<file path="src/rtl/inv_butterfly_pipe_pkg.sv">
// Shared constants for the inverse radix-2 butterfly pipeline.
package inv_butterfly_pipe_pkg;

  localparam int unsigned DEF_WIDTH         = 8;
  localparam int unsigned DEF_FRACTION_BITS = 5;
  localparam int unsigned NUM_STAGES        = 3;

endpackage

</file>
<file path="src/rtl/inv_butterfly_pipe_cmpx_conj_mul.sv">
// Combinational conj(W)*D with full-precision 2*WIDTH+1-bit results.
module cmpx_conj_mul #(
  parameter int unsigned WIDTH = 8
) (
  input  logic [WIDTH-1:0] dr,
  input  logic [WIDTH-1:0] di,
  input  logic [WIDTH-1:0] wr,
  input  logic [WIDTH-1:0] wi,
  output logic [2*WIDTH:0] re,
  output logic [2*WIDTH:0] im
);

  logic signed [2*WIDTH:0] drx, dix, wrx, wix;

  always_comb begin
    drx = $signed({{(WIDTH+1){dr[WIDTH-1]}}, dr});
    dix = $signed({{(WIDTH+1){di[WIDTH-1]}}, di});
    wrx = $signed({{(WIDTH+1){wr[WIDTH-1]}}, wr});
    wix = $signed({{(WIDTH+1){wi[WIDTH-1]}}, wi});
    re  = drx * wrx + dix * wix;
    im  = dix * wrx - drx * wix;
  end

endmodule

</file>
<file path="src/rtl/inv_butterfly_pipe.sv">
// Three-stage inverse DIT butterfly: A = (E+O)/2, B = conj(W)*(E-O)/2.
module inv_butterfly_pipe
  import inv_butterfly_pipe_pkg::*;
#(
  parameter int unsigned WIDTH         = DEF_WIDTH,
  parameter int unsigned FRACTION_BITS = DEF_FRACTION_BITS
) (
  input  logic             CLK,
  input  logic             RST,
  input  logic             in_valid,
  output logic             in_ready,
  input  logic [WIDTH-1:0] in_even_real,
  input  logic [WIDTH-1:0] in_even_imag,
  input  logic [WIDTH-1:0] in_odd_real,
  input  logic [WIDTH-1:0] in_odd_imag,
  input  logic [WIDTH-1:0] twiddle_factor_real,
  input  logic [WIDTH-1:0] twiddle_factor_imag,
  output logic             out_valid,
  input  logic             out_ready,
  output logic [WIDTH-1:0] out_1_real,
  output logic [WIDTH-1:0] out_1_imag,
  output logic [WIDTH-1:0] out_2_real,
  output logic [WIDTH-1:0] out_2_imag
);

  logic [NUM_STAGES-1:0] vld;
  logic [NUM_STAGES-1:0] en;

  logic [WIDTH:0]   sum_re, sum_im, dif_re, dif_im;
  logic [WIDTH-1:0] s1_a_re, s1_a_im, s1_d_re, s1_d_im, s1_w_re, s1_w_im;
  logic [WIDTH-1:0] s2_a_re, s2_a_im, s2_b_re, s2_b_im;
  logic [2*WIDTH:0] prod_re, prod_im;

  // A stage may load whenever it is empty or the stage after it moves,
  // so bubbles collapse even while the output is stalled.
  always_comb begin
    en[2]    = !vld[2] | out_ready;
    en[1]    = !vld[1] | en[2];
    en[0]    = !vld[0] | en[1];
    in_ready = en[0];
  end

  always_comb begin
    sum_re = {in_even_real[WIDTH-1], in_even_real} + {in_odd_real[WIDTH-1], in_odd_real};
    sum_im = {in_even_imag[WIDTH-1], in_even_imag} + {in_odd_imag[WIDTH-1], in_odd_imag};
    dif_re = {in_even_real[WIDTH-1], in_even_real} - {in_odd_real[WIDTH-1], in_odd_real};
    dif_im = {in_even_imag[WIDTH-1], in_even_imag} - {in_odd_imag[WIDTH-1], in_odd_imag};
  end

  cmpx_conj_mul #(
    .WIDTH(WIDTH)
  ) u_mul (
    .dr(s1_d_re),
    .di(s1_d_im),
    .wr(s1_w_re),
    .wi(s1_w_im),
    .re(prod_re),
    .im(prod_im)
  );

  always_ff @(posedge CLK) begin
    if (RST) begin
      vld        <= '0;
      s1_a_re    <= '0;
      s1_a_im    <= '0;
      s1_d_re    <= '0;
      s1_d_im    <= '0;
      s1_w_re    <= '0;
      s1_w_im    <= '0;
      s2_a_re    <= '0;
      s2_a_im    <= '0;
      s2_b_re    <= '0;
      s2_b_im    <= '0;
      out_1_real <= '0;
      out_1_imag <= '0;
      out_2_real <= '0;
      out_2_imag <= '0;
    end else begin
      if (en[0]) begin
        vld[0]  <= in_valid;
        // Dropping bit 0 of the (WIDTH+1)-bit sum is a floor divide by two.
        s1_a_re <= WIDTH'(sum_re >> 1);
        s1_a_im <= WIDTH'(sum_im >> 1);
        s1_d_re <= WIDTH'(dif_re >> 1);
        s1_d_im <= WIDTH'(dif_im >> 1);
        s1_w_re <= twiddle_factor_real;
        s1_w_im <= twiddle_factor_imag;
      end
      if (en[1]) begin
        vld[1]  <= vld[0];
        s2_a_re <= s1_a_re;
        s2_a_im <= s1_a_im;
        s2_b_re <= WIDTH'(prod_re >> FRACTION_BITS);
        s2_b_im <= WIDTH'(prod_im >> FRACTION_BITS);
      end
      if (en[2]) begin
        vld[2]     <= vld[1];
        out_1_real <= s2_a_re;
        out_1_imag <= s2_a_im;
        out_2_real <= s2_b_re;
        out_2_imag <= s2_b_im;
      end
    end
  end

  assign out_valid = vld[2];

endmodule

</file>
<file path="config.mk">
export PLATFORM = sky130hd
export DESIGN_NAME = inv_butterfly_pipe
export DESIGN_NICKNAME = d
export VERILOG_FILES = /design/src/rtl/inv_butterfly_pipe_pkg.sv /design/src/rtl/inv_butterfly_pipe_cmpx_conj_mul.sv /design/src/rtl/inv_butterfly_pipe.sv
export SDC_FILE = /design/constraint.sdc
export NUM_CORES = 1
export LEC_CHECK = 0
export CAP_MARGIN = 5
export CORE_ASPECT_RATIO = 1.1
export CORE_MARGIN = 5
export CORE_UTILIZATION = 50
export DETAILED_ROUTE_END_ITERATION = 8
export MAX_ROUTING_LAYER = met4
export PLACE_DENSITY = 0.83
export SYNTH_ARGS = -nofsm -noshare
export SYNTH_HDL_FRONTEND = slang
export SYNTH_SLANG_ARGS = --single-unit
</file>
<file path="constraint.sdc">
create_clock -name CLK -period 5.09 [get_ports CLK]
set_input_delay 0.509 -clock CLK [delete_from_list [all_inputs] [get_ports CLK]]
set_output_delay 0.509 -clock CLK [all_outputs]
set_load 0.005 [all_outputs]
</file>
==> impl_metrics.ini, run 1 <==
[status]
outcome = complete, but fails checks
violations = setup timing

[job]
cap_violations = 0

[hold_path]
hold_start = out_1_imag[0]
hold_path.class = reg -> reg
min_to = out_1_imag[0]
holdPathStages = 2

[global_route]
antenna_found_initial = 0
track_usage_pct = 25.41
grt_max_degree = 90
grt_pass1_vias = 11943
grt_pass1_wl_um = 58770
gr-total-overflow = 0

[setup_path]
cp-start-kind = flip-flop
crit_path_end_kind = flip-flop
cp.required_ns = 5.37
worstReg2RegStart = s1_w_re[2]
crit_fanout = 4
critPathLaunch = s1_w_re[2]
path_class = reg -> reg
rrSetupSlack_ns = -0.24
r2r_end = s2_b_im[7]
reg2reg_depth = 22
crit_arrival_ns = 5.60

[cells_and_area]
final_cells = 2073
diodes = 0
final_util_pct = 62.99
nets = 2082
drive_gt1_share_pct = 17.02
syn_to_final_growth_pct = 24.07
stdcell_area_mm2 = 0.01647

[floorplan]
start_util_pct = 50.77
ios = 86
die_x_um = 165.3
rows = 62
core_area_mm2 = 0.02614
die_area_mm2 = 0.02991
die_h_um = 180.9

[logic_synthesis]
ys.flop_type = dfxtp_1
netlist.top_cell.by_area = fa_1
synth_cell_types = 46
ys_ff_latch = 115
synthDominantCellAreaShare_pct = 30.62
synthArstFlopShare_pct = 0
synthTopCellsByArea = fa_1 (31%), dfxtp_1 (17%), ha_1 (11%), nand2_1 (7.5%), inv_1 (7.5%)
yosysWarnings = 0
ys_seq_area_share_pct = 17.35
syn_avg_cell_area_um2 = 8.669
synth_edf_count = 0
syn_nets = 1905
synth_area_mm2 = 0.01327
syn_inst = 1531

[timing]
finalWorstSetupSlack_ns = -0.2355
setup_viol = 10
finClkSkew_ns = 0.009149
tns_ns = -1.306
worstMarginPinSlew_ns = 1.330
rsz0062_at_grt = true
period_share_pct = 104.6
maxSlewViolCount = 0
period_needed_ns = 5.325
hold_violations = 0
max-slew-margin-rel_pct = 11.33
fmax_mhz = 187.8

[clock_network]
holdBufCountCts = 0
clk_pin_slew_ns = 0.06
clk_latency_ns = 0.43
clockRootBuffer = clkbuf_16
cts-buffers-inserted = 17
clock_path_buffers = 2
cts_sinks = 115
cts_max_level = 4
cts_tree = built

[route]
viasPerCell = 5.282
wl_per_cell_um = 17.45
drc = 0
ant_nets = 0
drt-initial-drc-count = 708
wl_um = 36180
drt_pass1_iterations = 6
vias = 10949

[placement]
gp_congestion = 0.9652
dp_hpwl_um = 27020
dp.cells = 2020
io_buffers = 85
dpl_cell_area_mm2 = 0.01535

[power_and_ir_drop]
p_leak_nw = 7.754
peakVddDrop_mv = 0.8001
p_per_area_mw_per_mm2 = 496.4
## metrics by stage
stage | total power [mW] | worst slack [ns] | hold WS [ns]
global placement | 5.857 | -0.2664 | 0.4399
detailed placement | 6.117 | -0.4509 | 0.4453
finish | 8.175 | -0.2355 | 0.4533
CTS | 7.652 | -0.2097 | 0.4544
floorplan | 4.266 | -0.06324 | 0.4321
global route | 8.749 | -0.4360 | 0.4732
## report_power, final
part           internal, mW  leakage, nW  switching, mW
logic                  2.82         6.50           2.93
registers              1.06        0.963          0.143
clock network         0.735        0.293          0.486
total                  4.62         7.75           3.55
## what timing repair did
item                                    in CTS  in global routing
buffers inserted                             9                 13
pin swaps                                   42                 25
gates resized for setup                     65                 49
endpoints found under the setup margin      12                 14
## cells in the mapped netlist, drive strengths merged, types with 2 or more instances
cell type    n
nand2      266
nor3b        2
buf          7
a2111oi      2
xnor2       69
a21o         5
and3         2
fa         203
o21bai      15
xor2        13
a311oi       2
nor2        49
nand2b      13
nor4b        2
inv        268
a211oi      20
a21oi      112
a22o         5
dfxtp      115
a211o        3
o21ai       12
a41o         2
nor4         2
ha         119
clkbuf      65
and2       126
nor3        10
or3          3
nor2b        9
## cell families after synthesis
kind of cell / share of synthesized area, %
buf+inv: 9.653
flops: 17.35
fa+ha+maj: 41.84
xor+xnor: 5.411
compound gates: 8.729
simple gates: 17.02
## cell usage in the layout (no fill, tap or decap), types with 5 or more instances in the layout
cell / instances
and2_4: 10
a21o_1: 5
nand2_2: 5
xnor2_1: 65
inv_6: 5
nand2b_1: 13
fa_2: 9
dfxtp_2: 9
and2_1: 116
nor3_1: 10
nor2b_1: 7
buf_6: 8
o21bai_1: 14
xor2_1: 11
o21ai_0: 6
inv_2: 18
ha_1: 109
dfxtp_4: 17
nor2_1: 48
clkdlybuf4s50_1: 84
a22o_1: 5
inv_1: 250
dfxtp_1: 89
fa_1: 194
ha_4: 9
nand2_1: 258
a211oi_1: 18
clkbuf_16: 17
a21oi_1: 102
a21oi_2: 8
buf_4: 134
## how the worst max path moves through the flow
stage	endpoint	slack, ns	cells past startpoint
6_report	s2_b_im[7]	-0.24	22
5_1_grt	s2_b_im[7]	-0.44	21
4_1_cts	s2_b_re[7]	-0.21	20
3_5_place_dp	s2_b_im[7]	-0.45	20
3_3_place_gp	s2_b_im[7]	-0.27	16
2_1_floorplan	s2_b_re[7]	-0.06	20
## metal layers
| metal | up-vias | global-route usage [%] | part of all wire [%] |
|---|---|---|---|
| met5 | - | - | 0 |
| met4 | 0 | 12.84 | 6.1 |
| met3 | 132 | 3.236 | 6.2 |
| met2 | 388 | 42.30 | 50 |
| met1 | 5409 | 30.12 | 37 |
| li1 | 5020 | - | - |
## state kept, by name, summed over array words and instances, names as in the netlist
name        count
out_1_real      8
out_2_real      8
s2_b_re         8
s2_b_im         8
s1_w_im         8
s1_d_re         8
s1_a_im         8
vld             3
s1_d_im         8
s1_w_re         8
s1_a_re         8
s2_a_re         8
s2_a_im         8
out_2_imag      8
out_1_imag      8
## final cells by class
| type | instances | area, µm² |
|---|---|---|
| inverter | 268 | 1006 |
| timing repair buffer | 230 | 2017 |
| fill | 1943 | 9676 |
| sequential | 115 | 2377 |
| clock inverter | 15 | 173.9 |
| tap | 352 | 440.4 |
| multi-input combinational | 1076 | 10030 |
| clock buffer | 17 | 425.4 |
## critical path: stages, from the launching register on
cell and delay, ns:
dfxtp_4 0.37, buf_4 0.15, buf_4 0.13, and2_4 0.13, fa_1 0.49, ha_2 0.18, inv_2 0.04, fa_1 0.52
inv_1 0.05, fa_1 0.47, fa_1 0.53, inv_1 0.06, fa_1 0.53, inv_2 0.06, ha_4 0.23, a21o_1 0.16
a21oi_2 0.18, a2bb2oi_2 0.15, o211ai_2 0.11, a21o_1 0.21, a21oi_2 0.15, xnor2_1 0.17, a211oi_2 0.09
Note: power is estimated with default switching activity, not from simulation.
==> inputs of run 2 (changes only) <==
--- a/config.mk
+++ b/config.mk
@@ -12,6 +12,7 @@
 export DETAILED_ROUTE_END_ITERATION = 8
 export MAX_ROUTING_LAYER = met4
 export PLACE_DENSITY = 0.83
+export SETUP_SLACK_MARGIN = 0.02
 export SYNTH_ARGS = -nofsm -noshare
 export SYNTH_HDL_FRONTEND = slang
 export SYNTH_SLANG_ARGS = --single-unit
==> run 2 against run 1 <==
Net effect:
- the flow still finishes with violations (setup timing)
- non-clock buffer count is 4 lower
- sequential power hardly changed
- worst setup slack worse by 0.091 ns
- worst hold slack worse by 0.0031 ns
- wire length is 7.9% higher
- first-iteration DRC count is 32% higher
- maximum frequency is 1.7% lower
- global-route usage is 1.5 points higher
- via count is 3.9% higher
- clock-buffer cell count stayed put
- register-to-register slack worse by 0.09 ns
- core utilization is 0.56 points higher
- critical path type unchanged
- largest power group unchanged
==> impl_metrics.ini, run 2 (same netlist as run 1, synthesis figures left out) <==
[setup_path]
slowest_stage = fa_1
crit_fanout = 7
cp-start-kind = flip-flop
crit_path_end_kind = flip-flop
crit_top_cell = fa_1
crit_arrival_ns = 5.72
path_class = reg -> reg
slowest_delay_ns = 0.56
critPathTopFamily = adder cells
path_buf_inv = 4
timing.critical_path.cells = buf_4, buf_6, and2_4, fa_1, fa_1, fa_1, fa_1, fa_1, inv_1, fa_1, inv_2, ha_4, a21o_1, a211o_1, o22ai_2, o21ba_4, xnor2_4, a22o_1
cp.required_ns = 5.39

[clock_network]
clockRootBuffer = clkbuf_16
cts_sinks = 115
cts_max_level = 4
clk_pin_slew_ns = 0.06
cts_tree = built
cts-buffers-inserted = 17
clk_latency_ns = 0.43
clock_path_buffers = 2

[cells_and_area]
final_cells = 2069
drive_gt1_share_pct = 18.40
nets = 2078
stdcell_area_mm2 = 0.01661
syn_to_final_growth_pct = 25.18
final_cell_mix = nand2_1 (254), inv_1 (240), fa_1 (195)
final_common_cell = nand2_1
diodes = 0
final_util_pct = 63.55

[timing]
setup_viol = 9
hold_violations = 0
worstMarginPinSlew_ns = 1.292
maxSlewViolCount = 0
rsz0062_at_grt = true
period_needed_ns = 5.417
max-slew-margin-rel_pct = 13.87
fmax_mhz = 184.6
finClkSkew_ns = 0.01401
period_share_pct = 106.4
finalWorstSetupSlack_ns = -0.3267

[route]
drt-initial-drc-count = 938
wl_um = 39030
vias = 11379
viasPerCell = 5.500
ant_nets = 0
drc = 0
drt_pass1_iterations = 5
wl_per_cell_um = 18.86

[floorplan]
core_area_mm2 = 0.02614
rows = 62
die_x_um = 165.3
ios = 86
die_h_um = 180.9
start_util_pct = 50.77
die_area_mm2 = 0.02991

[global_route]
grt_pass1_vias = 12675
antenna_found_initial = 0
grt_pass1_wl_um = 62230
track_usage_pct = 26.94
grt_max_degree = 90
gr-total-overflow = 0

[placement]
io_buffers = 85
dp.cells = 2010
dp_slack_ns = -0.3534
dpl_cell_area_mm2 = 0.01531
gp_congestion = 0.9745
dp_hpwl_um = 27630

[job]
cap_violations = 0

[status]
outcome = complete, but fails checks
violations = setup timing

[power_and_ir_drop]
peakVddDrop_mv = 0.5124
p_leak_nw = 7.759
p_per_area_mw_per_mm2 = 512.0

[hold_path]
hold_path.class = reg -> reg
## run 2: cell types whose count changed in the layout (fill, tap and decap cells not counted), moves of 5 or more
cell,change
buf_6,+10
inv_2,+10
and2_4,+6
buf_4,-23
inv_1,-10
buf_12,+5
and2_1,-6
## run 2: power breakdown
group	internal, mW	leakage [nW]	switching [mW]
Sequential	1.06	0.965	0.145
Clock	0.624	0.257	0.478
Combinational	3.06	6.54	3.13
Total	4.75	7.76	3.76
## run 2: worst paths after layout
path | startpoint | to | slack [ns] | depth (start not counted)
worst max register to register | s1_w_im[5] | s2_b_re[7] | -0.33 | 18
worst min-delay path | out_1_real[0] | out_1_real[0] | 0.45 | 2
worst max-delay path | s1_w_im[5] | s2_b_re[7] | -0.33 | 18
worst min register to register | out_1_real[0] | out_1_real[0] | 0.45 | 2
## run 2: layer usage
| layer | GRT usage (%) | wire [µm] | part of all wire [%] |
|---|---|---|---|
| met1 | 29.48 | 13640 | 35 |
| met2 | 45.11 | 19570 | 50 |
| met3 | 4.945 | 2874 | 7.4 |
| met4 | 16.40 | 2946 | 7.5 |
| met5 | - | 0 | 0 |
## run 2: what timing repair did
item / in CTS / in global routing
cloned: 0 / 0
pin swaps: 21 / 48
resized for setup: 88 / 76
hold buffers: 0 / 0
setup endpoints to repair: 10 / 14
setup buffers: 26 / 4
## run 2: layout make-up
class	instances	area, µm²
Multi-Input combinational cell	1076	10130
Fill cell	1856	9528
Sequential cell	115	2390
Timing Repair Buffer	226	2117
Inverter	268	1006
Tap cell	352	440.4
Clock buffer	17	425.4
Clock inverter	15	110.1
## run 2: metrics by stage
step / power, mW / TNS (ns) / hold WS, ns
floorplan: 4.271 / -0.1062 / 0.4321
global placement: 5.882 / -0.9496 / 0.4398
detailed placement: 6.166 / -2.398 / 0.4421
CTS: 7.810 / -1.167 / 0.4498
global route: 9.052 / -3.068 / 0.4648
finish: 8.507 / -1.905 / 0.4502
## run 2: worst reg2reg max path, cell delays in order, from the launching register on
cell and delay (ns):
dfxtp_4 0.35, buf_4 0.14, buf_6 0.14, and2_4 0.14, fa_1 0.51, fa_1 0.56, fa_1 0.46, fa_1 0.52
fa_1 0.50, inv_1 0.06, fa_1 0.51, inv_2 0.06, ha_4 0.22, a21o_1 0.17, a211o_1 0.33, o22ai_2 0.10
o21ba_4 0.20, xnor2_4 0.13, a22o_1 0.19
